### src/rtl/nvdla_bdma_mc_pkg.sv
// Shared types and constants for the multi-channel BDMA load engine.
// Struct fields are sized for the widest supported configuration; the top slices them down.
package nvdla_bdma_mc_pkg;

    localparam int ATOM_SHIFT = 5;
    localparam int PKG_AW     = 64;
    localparam int PKG_LSW    = 13;
    localparam int PKG_RPW    = 24;
    localparam int PKG_SW     = 27;
    localparam int PKG_ZW     = 4;
    localparam int PKG_CW     = 3;

    typedef enum logic {
        CH_IDLE   = 1'b0,
        CH_ACTIVE = 1'b1
    } ch_state_e;

    typedef struct packed {
        logic [PKG_AW-1:0]  src_addr;
        logic [PKG_AW-1:0]  dst_addr;
        logic [PKG_LSW-1:0] line_size;
        logic [PKG_RPW-1:0] line_num;
        logic [PKG_RPW-1:0] surf_num;
        logic [PKG_SW-1:0]  src_line_stride;
        logic [PKG_SW-1:0]  src_surf_stride;
        logic [PKG_SW-1:0]  dst_line_stride;
        logic [PKG_SW-1:0]  dst_surf_stride;
    } desc_t;

    typedef struct packed {
        logic              last;
        logic [PKG_ZW-1:0] size_m1;
        logic [PKG_AW-1:0] dst_addr;
        logic [PKG_CW-1:0] ch;
    } ld2st_ctx_t;

    function automatic logic [PKG_AW-1:0] atoms_to_bytes(input logic [PKG_SW-1:0] atoms);
        return PKG_AW'(atoms) << ATOM_SHIFT;
    endfunction

endpackage

### src/rtl/nvdla_bdma_rr_arb.sv
// Round-robin arbiter: searches from the pointer upward, pointer moves past each taken grant.
module nvdla_bdma_rr_arb #(
    parameter int NCH = 2,
    parameter int CW  = (NCH > 1) ? $clog2(NCH) : 1
) (
    input  logic           clk_i,
    input  logic           rst_ni,
    input  logic [NCH-1:0] req_i,
    input  logic           adv_i,
    output logic           gnt_vld_o,
    output logic [CW-1:0]  gnt_idx_o
);

    logic [CW-1:0] ptr_q;
    logic [CW-1:0] ptr_d;
    int            idx;

    always_comb begin
        gnt_vld_o = 1'b0;
        gnt_idx_o = '0;
        idx       = 0;
        for (int i = 0; i < NCH; i++) begin
            idx = int'(ptr_q) + i;
            if (idx >= NCH) idx = idx - NCH;
            if (!gnt_vld_o && req_i[idx]) begin
                gnt_vld_o = 1'b1;
                gnt_idx_o = CW'(idx);
            end
        end
    end

    always_comb begin
        if (int'(gnt_idx_o) == NCH - 1) ptr_d = '0;
        else                            ptr_d = gnt_idx_o + CW'(1);
    end

    always_ff @(posedge clk_i or negedge rst_ni) begin
        if (!rst_ni)    ptr_q <= '0;
        else if (adv_i) ptr_q <= ptr_d;
    end

endmodule

### src/rtl/nvdla_bdma_mc_load.sv
// BDMA load engine: per-channel line/surface walkers feeding one shared request stage
// that drives the read request and the matching store context together.
module nvdla_bdma_mc_load
    import nvdla_bdma_mc_pkg::*;
#(
    parameter int NCH       = 2,
    parameter int AW        = 64,
    parameter int MAX_BURST = 8,
    parameter int LSW       = 13,
    parameter int RPW       = 24,
    parameter int SW        = 27,
    parameter int CW        = (NCH > 1) ? $clog2(NCH) : 1,
    parameter int ZW        = (MAX_BURST > 1) ? $clog2(MAX_BURST) : 1
) (
    input  logic                 nvdla_core_clk,
    input  logic                 nvdla_core_rstn,
    input  logic                 cfg_valid,
    output logic                 cfg_ready,
    input  logic [CW-1:0]        cfg_ch,
    input  logic [AW-1:0]        cfg_src_addr,
    input  logic [AW-1:0]        cfg_dst_addr,
    input  logic [LSW-1:0]       cfg_line_size,
    input  logic [RPW-1:0]       cfg_line_num,
    input  logic [RPW-1:0]       cfg_surf_num,
    input  logic [SW-1:0]        cfg_src_line_stride,
    input  logic [SW-1:0]        cfg_src_surf_stride,
    input  logic [SW-1:0]        cfg_dst_line_stride,
    input  logic [SW-1:0]        cfg_dst_surf_stride,
    output logic                 rd_req_valid,
    input  logic                 rd_req_ready,
    output logic [AW+ZW-1:0]     rd_req_pd,
    output logic                 ld2st_valid,
    input  logic                 ld2st_ready,
    output logic [CW+AW+ZW:0]    ld2st_pd,
    output logic [NCH-1:0]       ch_idle,
    output logic [NCH-1:0]       stall_inc
);

    localparam logic [LSW:0] ONE_L   = (LSW+1)'(1);
    localparam logic [LSW:0] BURST_L = (LSW+1)'(MAX_BURST);

    ch_state_e      state_q    [NCH];
    desc_t          desc_q     [NCH];
    logic [LSW-1:0] off_q      [NCH];
    logic [RPW-1:0] line_q     [NCH];
    logic [RPW-1:0] surf_q     [NCH];
    logic [AW-1:0]  src_line_q [NCH];
    logic [AW-1:0]  src_surf_q [NCH];
    logic [AW-1:0]  dst_line_q [NCH];
    logic [AW-1:0]  dst_surf_q [NCH];

    logic [LSW:0]   rem_d      [NCH];
    logic [LSW:0]   size_d     [NCH];
    logic [AW-1:0]  src_addr_d [NCH];
    logic [AW-1:0]  dst_addr_d [NCH];
    logic [AW-1:0]  src_line_nxt_d [NCH];
    logic [AW-1:0]  src_surf_nxt_d [NCH];
    logic [AW-1:0]  dst_line_nxt_d [NCH];
    logic [AW-1:0]  dst_surf_nxt_d [NCH];
    logic [NCH-1:0] eol_d;
    logic [NCH-1:0] last_d;
    logic [NCH-1:0] elig_d;

    logic            stg_vld_q;
    logic [AW+ZW-1:0] stg_rd_pd_q;
    ld2st_ctx_t      stg_ctx_q;
    logic [CW-1:0]   stg_ch;

    logic            cfg_acc;
    desc_t           cfg_desc_d;
    logic            gnt_vld;
    logic [CW-1:0]   gnt_idx;
    logic            consume;
    logic            load;
    ld2st_ctx_t      gnt_ctx_d;
    logic [AW+ZW-1:0] gnt_rd_pd_d;
    logic            unused_bits;

    assign stg_ch  = stg_ctx_q.ch[CW-1:0];
    assign consume = stg_vld_q && rd_req_ready && ld2st_ready;
    assign load    = gnt_vld && (!stg_vld_q || consume);
    assign cfg_acc = cfg_valid && cfg_ready;

    // Per-channel view of the next request: size, end-of-line, final request, addresses.
    always_comb begin
        for (int c = 0; c < NCH; c++) begin
            rem_d[c]      = {1'b0, desc_q[c].line_size[LSW-1:0]} - {1'b0, off_q[c]} + ONE_L;
            size_d[c]     = (rem_d[c] > BURST_L) ? BURST_L : rem_d[c];
            eol_d[c]      = (rem_d[c] <= BURST_L);
            last_d[c]     = eol_d[c] && (line_q[c] == desc_q[c].line_num[RPW-1:0])
                                     && (surf_q[c] == desc_q[c].surf_num[RPW-1:0]);
            src_addr_d[c] = src_line_q[c] + (AW'(off_q[c]) << ATOM_SHIFT);
            dst_addr_d[c] = dst_line_q[c] + (AW'(off_q[c]) << ATOM_SHIFT);
            src_line_nxt_d[c] = src_line_q[c] + AW'(atoms_to_bytes(desc_q[c].src_line_stride));
            src_surf_nxt_d[c] = src_surf_q[c] + AW'(atoms_to_bytes(desc_q[c].src_surf_stride));
            dst_line_nxt_d[c] = dst_line_q[c] + AW'(atoms_to_bytes(desc_q[c].dst_line_stride));
            dst_surf_nxt_d[c] = dst_surf_q[c] + AW'(atoms_to_bytes(desc_q[c].dst_surf_stride));
            elig_d[c]     = (state_q[c] == CH_ACTIVE) && !(stg_vld_q && (stg_ch == CW'(c)));
        end
    end

    always_comb begin
        cfg_ready = 1'b0;
        for (int c = 0; c < NCH; c++) begin
            ch_idle[c]   = (state_q[c] == CH_IDLE);
            stall_inc[c] = stg_vld_q && !consume && (stg_ch == CW'(c));
            if (cfg_ch == CW'(c)) cfg_ready = (state_q[c] == CH_IDLE);
        end
    end

    always_comb begin
        cfg_desc_d                 = '0;
        cfg_desc_d.src_addr        = PKG_AW'(cfg_src_addr);
        cfg_desc_d.dst_addr        = PKG_AW'(cfg_dst_addr);
        cfg_desc_d.line_size       = PKG_LSW'(cfg_line_size);
        cfg_desc_d.line_num        = PKG_RPW'(cfg_line_num);
        cfg_desc_d.surf_num        = PKG_RPW'(cfg_surf_num);
        cfg_desc_d.src_line_stride = PKG_SW'(cfg_src_line_stride);
        cfg_desc_d.src_surf_stride = PKG_SW'(cfg_src_surf_stride);
        cfg_desc_d.dst_line_stride = PKG_SW'(cfg_dst_line_stride);
        cfg_desc_d.dst_surf_stride = PKG_SW'(cfg_dst_surf_stride);
    end

    nvdla_bdma_rr_arb #(
        .NCH (NCH),
        .CW  (CW)
    ) u_arb (
        .clk_i     (nvdla_core_clk),
        .rst_ni    (nvdla_core_rstn),
        .req_i     (elig_d),
        .adv_i     (load),
        .gnt_vld_o (gnt_vld),
        .gnt_idx_o (gnt_idx)
    );

    always_comb begin
        gnt_ctx_d          = '0;
        gnt_ctx_d.last     = last_d[gnt_idx];
        gnt_ctx_d.size_m1  = PKG_ZW'(size_d[gnt_idx] - ONE_L);
        gnt_ctx_d.dst_addr = PKG_AW'(dst_addr_d[gnt_idx]);
        gnt_ctx_d.ch       = PKG_CW'(gnt_idx);
        gnt_rd_pd_d        = {ZW'(size_d[gnt_idx] - ONE_L), src_addr_d[gnt_idx]};
    end

    // Channel FSMs and walkers
    always_ff @(posedge nvdla_core_clk or negedge nvdla_core_rstn) begin
        if (!nvdla_core_rstn) begin
            for (int c = 0; c < NCH; c++) begin
                state_q[c]    <= CH_IDLE;
                desc_q[c]     <= '0;
                off_q[c]      <= '0;
                line_q[c]     <= '0;
                surf_q[c]     <= '0;
                src_line_q[c] <= '0;
                src_surf_q[c] <= '0;
                dst_line_q[c] <= '0;
                dst_surf_q[c] <= '0;
            end
        end else begin
            for (int c = 0; c < NCH; c++) begin
                if (cfg_acc && (cfg_ch == CW'(c))) begin
                    state_q[c]    <= CH_ACTIVE;
                    desc_q[c]     <= cfg_desc_d;
                    off_q[c]      <= '0;
                    line_q[c]     <= '0;
                    surf_q[c]     <= '0;
                    src_line_q[c] <= cfg_src_addr;
                    src_surf_q[c] <= cfg_src_addr;
                    dst_line_q[c] <= cfg_dst_addr;
                    dst_surf_q[c] <= cfg_dst_addr;
                end else if (state_q[c] == CH_ACTIVE) begin
                    if (consume && stg_ctx_q.last && (stg_ch == CW'(c)))
                        state_q[c] <= CH_IDLE;
                    // The final request leaves the walker parked until its consume.
                    if (load && (gnt_idx == CW'(c)) && !last_d[c]) begin
                        if (!eol_d[c]) begin
                            off_q[c] <= off_q[c] + LSW'(size_d[c]);
                        end else begin
                            off_q[c] <= '0;
                            if (line_q[c] == desc_q[c].line_num[RPW-1:0]) begin
                                line_q[c]     <= '0;
                                surf_q[c]     <= surf_q[c] + RPW'(1);
                                src_surf_q[c] <= src_surf_nxt_d[c];
                                src_line_q[c] <= src_surf_nxt_d[c];
                                dst_surf_q[c] <= dst_surf_nxt_d[c];
                                dst_line_q[c] <= dst_surf_nxt_d[c];
                            end else begin
                                line_q[c]     <= line_q[c] + RPW'(1);
                                src_line_q[c] <= src_line_nxt_d[c];
                                dst_line_q[c] <= dst_line_nxt_d[c];
                            end
                        end
                    end
                end
            end
        end
    end

    // Shared output stage
    always_ff @(posedge nvdla_core_clk or negedge nvdla_core_rstn) begin
        if (!nvdla_core_rstn) begin
            stg_vld_q   <= 1'b0;
            stg_rd_pd_q <= '0;
            stg_ctx_q   <= '0;
        end else if (load) begin
            stg_vld_q   <= 1'b1;
            stg_rd_pd_q <= gnt_rd_pd_d;
            stg_ctx_q   <= gnt_ctx_d;
        end else if (consume) begin
            stg_vld_q   <= 1'b0;
        end
    end

    assign rd_req_valid = stg_vld_q;
    assign ld2st_valid  = stg_vld_q;
    assign rd_req_pd    = stg_rd_pd_q;
    assign ld2st_pd     = {stg_ctx_q.last, stg_ctx_q.size_m1[ZW-1:0],
                           stg_ctx_q.dst_addr[AW-1:0], stg_ctx_q.ch[CW-1:0]};

    // Bits of the wide package structs that this configuration never reads.
    always_comb begin
        unused_bits = ^stg_ctx_q;
        for (int c = 0; c < NCH; c++) unused_bits = unused_bits ^ (^desc_q[c]);
    end

endmodule

### config.mk
export PLATFORM = sky130hd
export DESIGN_NAME = nvdla_bdma_mc_load
export DESIGN_NICKNAME = d
export VERILOG_FILES = /design/src/rtl/nvdla_bdma_mc_pkg.sv /design/src/rtl/nvdla_bdma_rr_arb.sv /design/src/rtl/nvdla_bdma_mc_load.sv
export SDC_FILE = /design/constraint.sdc
export NUM_CORES = 2
export LEC_CHECK = 0
export BUFFER_PORTS_ARGS = -buffer_cell sky130_fd_sc_hd__buf_4
export CORE_MARGIN = 1
export CORE_UTILIZATION = 25
export DETAILED_ROUTE_END_ITERATION = 7
export PLACE_DENSITY = 0.46
export SYNTH_ARGS = -nofsm -noshare
export SYNTH_HDL_FRONTEND = slang
export SYNTH_SLANG_ARGS = --single-unit
### constraint.sdc
create_clock -name nvdla_core_clk -period 5.9 [get_ports nvdla_core_clk]
set_clock_uncertainty 0.05 [all_clocks]
set_input_delay 0.295 -clock nvdla_core_clk [delete_from_list [all_inputs] [get_ports nvdla_core_clk]]
set_output_delay 0.295 -clock nvdla_core_clk [all_outputs]
set_load 0.01 [all_outputs]
# After elaboration in Yosys (flattened, before gate mapping)
# Index checks and enable logic that the tools add are counted.
# Widths: inputs -> output; s select.
# classes
add_sub_neg	27
order_cmp	10
eq_ne	4
mux	103
bitwise_logic	6
n_reduce_logical	48
# op_table
operator	n
$mux 64	46
$add 64x32->64	8
$mux 24	20
$add 64x18->64	4
$mux 13	10
$add 24x1->24 const B	4
$eq 24x24->1	4
$lt 32x3->1 const B	2
$mux 32	2
$ge 32x3->1 const B	1
$sub 32x3->32 const B	1
$add 14x1->14 const B	2
$gt 14x4->1 const B	2
$le 14x4->1 const B	2
$sub 13x13->14	2
$add 13x13->13	2
$logic_and 1x1->1	25
$mux 1	22
$reduce_bool 2->1	9
$mux 3	3
$reduce_and 4->1	2
$logic_not 1->1	7
$reduce_and 3->1	2
$not 1->1	5
other kinds (10)	11
# totals
reg_bits	1112
inputBits	303
out_inout_bits	143

# Depth between registers and ports, before layout
# logic_depth
depth_word	17
ltp_mapped	25
depth_no_buf	25

# Hierarchy
# From an unflattened synthesis, not the netlist that was laid out.
# hier_totals
cells_unflattened	9031
hier_area_um2	73825.8
# modules_own_cells
module	n_inst	cells_per_inst	area_each_um2
nvdla_bdma_mc_load	1	9025	73763.2
nvdla_bdma_rr_arb	1	6	62.6

# Least setup slack after synthesis
# No wires, ideal clock.
# synth_path
path_type	register to register
startpoint	register off_q[1] in the netlist's numbering
endpoint	register off_q[11] in the netlist's numbering
setup_time_ns	0.121
t_arrival_ns	5.032
required_ns	5.729
setup_slack_ns	0.697
path_stages_with_launch	25
path_buffers	0
path_cell_list	dfrtp_1 -> ha_1 -> inv_1 -> ha_1 -> fa_1 -> a211oi_1 -> o21ai_1 -> a31oi_1 -> nor3_1 -> a211oi_1 -> nand3_2 -> nor2_1 -> nand2_1 -> inv_1 -> ha_1 -> a21o_1 -> a21oi_1 -> o21ai_0 -> a211o_1 -> a31oi_1 -> nor2b_1 -> o21a_1 -> o41ai_1 -> xnor2_1 -> a22o_1
# synth_between
elab_chain_cells	9
word_cells_on_any_way	16
# synth_rtl
item	line	source
start: declaration	nvdla_bdma_mc_load.sv:44	logic [LSW-1:0] off_q [NCH];
start signal: indexed assignment	nvdla_bdma_mc_load.sv:177	off_q[c] <= off_q[c] + LSW'(size_d[c]);
$sub 13x13->14	nvdla_bdma_mc_load.sv:87	rem_d[c] = {1'b0, desc_q[c].line_size[LSW-1:0]} - {1'b0, off_q[c]} + ONE_L;
$add 14x1->14	nvdla_bdma_mc_load.sv:87	
$gt 14x4->1 / $le 14x4->1 (equally long branches)	nvdla_bdma_mc_load.sv:88, nvdla_bdma_mc_load.sv:89	
$mux 13 / $logic_and 1x1->1 (equally long branches)	nvdla_bdma_mc_load.sv:88, nvdla_bdma_mc_load.sv:90	
$add 13x13->13 / $logic_and 1x1->1 (equally long branches)	nvdla_bdma_mc_load.sv:177, nvdla_bdma_mc_load.sv:91	
$mux 13 / $logic_not 1->1 (equally long branches)	nvdla_bdma_mc_load.sv:176, nvdla_bdma_mc_load.sv:175	
$mux 13 / $logic_and 1x1->1 (equally long branches)	nvdla_bdma_mc_load.sv:175	if (load && (gnt_idx == CW'(c)) && !last_d[c]) begin
$mux 13 / $reduce_bool 2->1 (equally long branches)	--	
$mux 13 / $reduce_and 2->1 (equally long branches)	--	
# Several ways; a longest one is shown, not always the timed one. The select of a mux whose other input is x is not followed.
# A chain may end at the register's enable or synchronous reset.

# Worst setup path in the final report
# Same ends and word-level chain as after synthesis.

==> impl_metrics.toml <==
[power]
p_leak_nw = 39.3
clkPwrFrac = 0.187
combPwrFrac = 0.527
p_sw_mw = 25.4
p_sw_frac = 0.479
internal_power_mw = 27.6
peakVddDrop_uv = 229
p_per_area_nw_per_um2 = 586
p_seq_frac = 0.286

[sta]
setup_viol = 0
fmax_mhz = 182
timing.hold.ws_ns = -0.0676
worst_pin_slew_ns = 1.41
post-route-min-period_ns = 5.49
fin_ws_ns = 0.413
final.setup.tns_ns = 0
fin_crit_sh = 0.930
slew_headroom = 0.0549
hold_viol_final = 8
drv_slew = 0

[critical_path]
rr_worst_depth = 23
startpoint = "off_q[1]$_DFFE_PN0P_"
crit_path_start_kind = "flop"
timing.rr.start = "off_q[1]$_DFFE_PN0P_"
rr_endpoint = "off_q[11]$_DFFE_PN0P_"
crit_type = "reg -> reg"
endpoint_kind = "flop"
required_ns = 6.56
critical_path.max_fanout = 3
r2r_setup_slack_ns = 0.41
critPathArrivalTime_ns = 6.15

[grt]
grt_max_degree = 171
gr-total-overflow = 0
grt_pass1_vias = 70500
grt_pass1_wl_um = 523000
grt_usage = 0.240
antenna_found_initial = 33

[final_layout]
num-nets-final = 10300
drive_above_1_share = 0.100
finish.instance_area_um2 = 90400
multi_input_area_um2 = 43700
syn2layout_area_growth_pct = 22.5
seqCellArea_um2 = 27800
nFillCells = 31300

[drt]
drt-total-wl_um = 368000
routedWlPerCell_um = 26.9
initialDrtViolationCount = 7260
postRouteAntennaNets = 0
avgViaCountPerCell = 5.29
drc_errors = 86
drtPass1Iterations = 8
vias = 72400

[synthesis]
synthFlopType = "dfrtp_1"
syn-instance-count = 9062
synthesis.area_um2 = 73800
synth.avg_cell_area_um2 = 8.14
synth_warnings = 0
synth-seq-cells = 1109
yosysSeqAreaShare = 0.376
synth_cell_types = 102
synth_edf_count = 0
synthArstFlopShare = 1.00

[floorplanning]
core_um2 = 294000
num_rows = 199
initial_core_util = 0.251
chipHeight_um = 545
top_level_ports = 446
die_w_um = 545
die_area_um2 = 297000

[cts]
cts_buffers = 152
clk_pin_slew_worst_paths_ns = 0.07
root_buffer = "clkbuf_16"
clk_latency_ns = 0.86
cts.path.max_buffers = 4
cts.sinks = 1109
cts_tree = "done"
htree_levels = 4
postCtsSetupRepairBufs = 0

[status]
status = "finished with violations"
violations = "DRC, hold timing"

[min_path]
min_path_type = "in -> async"

[job]
drv_cap = 0

[place]
io_buffers = 445
gp_congestion = 0.960
place_area_um2 = 82200
dp.final_hpwl_um = 278000
dp_slack_ns = 0.314
==> sequential cells by signal, indices dropped and copies added (netlist names), 48 cells and up <==
| register | count |
|---|---|
| line_q | 48 |
| src_line_q | 128 |
| src_surf_q | 128 |
| ld2st_pd | 66 |
| desc_q | 338 |
| rd_req_pd | 67 |
| surf_q | 48 |
| dst_surf_q | 128 |
| dst_line_q | 128 |
==> power by group through the flow <==
stage,logic [mW],clock network (mW),registers (mW)
global placement,27.0,0,15.1
floorplan,18.8,0,13.1
detailed placement,27.2,0,15.1
global route,30.5,10.4,15.4
CTS,27.6,10.1,15.0
finish,27.9,9.88,15.1
==> metrics by stage <==
stage                      util  std cells  total power, mW
after floorplan               -       9077             31.9
after global placement    0.280      13100             42.1
after detailed placement  0.280      13100             42.3
after CTS                 0.308      13700             52.7
after global routing      0.308      13700             56.3
final                     0.308      13700             52.9
==> synth_stat cells (113+ instances only) <==
| master | instances | share of area |
|---|---|---|
| nand2_1 | 1899 | 0.097 |
| dfrtp_1 | 1109 | 0.38 |
| nor2_1 | 734 | 0.037 |
| o21ai_0 | 613 | 0.042 |
| a21oi_1 | 563 | 0.038 |
| xnor2_1 | 457 | 0.054 |
| clkbuf_1 | 397 | 0.020 |
| xor2_1 | 352 | 0.042 |
| ha_1 | 347 | 0.059 |
| nand3_1 | 301 | 0.020 |
| inv_1 | 196 | 0.010 |
| nor3_1 | 190 | 0.013 |
| nand4_1 | 170 | 0.014 |
| and3_1 | 155 | 0.013 |
| a21o_1 | 113 | 0.011 |
==> kinds of logic (layout without fill, tap and decap cells) <==
family | count (synthesis) | in the layout | synth area share
buffers and inverters | 689 | 1378 | 0.0361
AO/OA/AOI/OAI | 2146 | 2146 | 0.182
flip-flops | 1109 | 1109 | 0.376
multiplexers | 100 | 100 | 0.0139
other | 1 | 30 | 0.0000508
adder cells (fa/ha/maj) | 363 | 363 | 0.0632
XOR/XNOR | 809 | 809 | 0.0960
AND/OR/NAND/NOR | 3845 | 3845 | 0.233
==> final cells by class <==
class,count,area share
multi-input cells,7279,0.484
clock inverters,54,0.00822
repair buffers,917,0.0897
clock buffers,210,0.0486
diodes,14,0.000388
well taps,3919,0.0542
inverters,197,0.00818
flip-flops and latches,1109,0.307
==> worst max-delay path, cell delays in order (launching register included) <==
cell	delay [ns]
dfrtp_1	0.39
ha_1	0.28
inv_1	0.04
ha_1	0.21
fa_1	0.42
buf_4	0.17
or3_1	0.37
a221o_1	0.31
a21oi_1	0.31
nand3_2	0.12
nor2_1	0.21
nand2_1	0.13
inv_1	0.09
ha_1	0.22
a21o_1	0.18
a21oi_1	0.21
o21ai_0	0.15
a211o_1	0.32
a31oi_1	0.27
nor2b_1	0.08
o21a_1	0.20
o41ai_1	0.34
xnor2_1	0.13
a22o_1	0.20
==> routing by layer <==
layer	vias up	routed length, um	GRT usage
li1	33000	-	-
met1	36000	163000	0.326
met2	2853	158000	0.366
met3	615	25100	0.0405
met4	14	21500	0.124
met5	-	92	0
==> layout by cell type, fill, tap and decap left out, types with 31 or more instances in the layout <==
cell / instances
ha_1: 347
a211oi_1: 104
o21a_1: 63
xor2_1: 352
nor2b_1: 50
a22oi_1: 45
a221oi_1: 39
nand4_1: 170
xnor2_1: 457
inv_1: 196
and3_1: 151
clkbuf_8: 31
and2_1: 44
nand3_1: 297
nor4_1: 56
o211ai_1: 79
o21bai_1: 48
or3_1: 51
dlygate4sd3_1: 303
buf_12: 37
buf_4: 577
o31ai_1: 46
dfrtp_1: 1109
mux2i_1: 83
clkbuf_16: 155
a21o_1: 113
a31oi_1: 88
nor2_1: 722
a21oi_1: 562
o21ai_0: 611
o22ai_1: 58
nand2b_1: 46
nand2_1: 1894
nor3_1: 187
==> how the worst max path moves through the flow <==
| stage | depth (start not counted) | end |
|---|---|---|
| floorplan | 24 | off_q[11]$_DFFE_PN0P_ |
| global placement | 25 | off_q[11]$_DFFE_PN0P_ |
| detailed placement | 24 | off_q[11]$_DFFE_PN0P_ |
| CTS | 24 | off_q[11]$_DFFE_PN0P_ |
| global route | 24 | off_q[11]$_DFFE_PN0P_ |
| finish | 23 | off_q[11]$_DFFE_PN0P_ |
==> repair_timing <==
action	CTS	global route
resized for setup	0	3
hold buffers	303	0
endpoints found under the hold margin	939	0
endpoints found under the setup margin	0	4
Note: power is estimated with default switching activity, not from simulation.
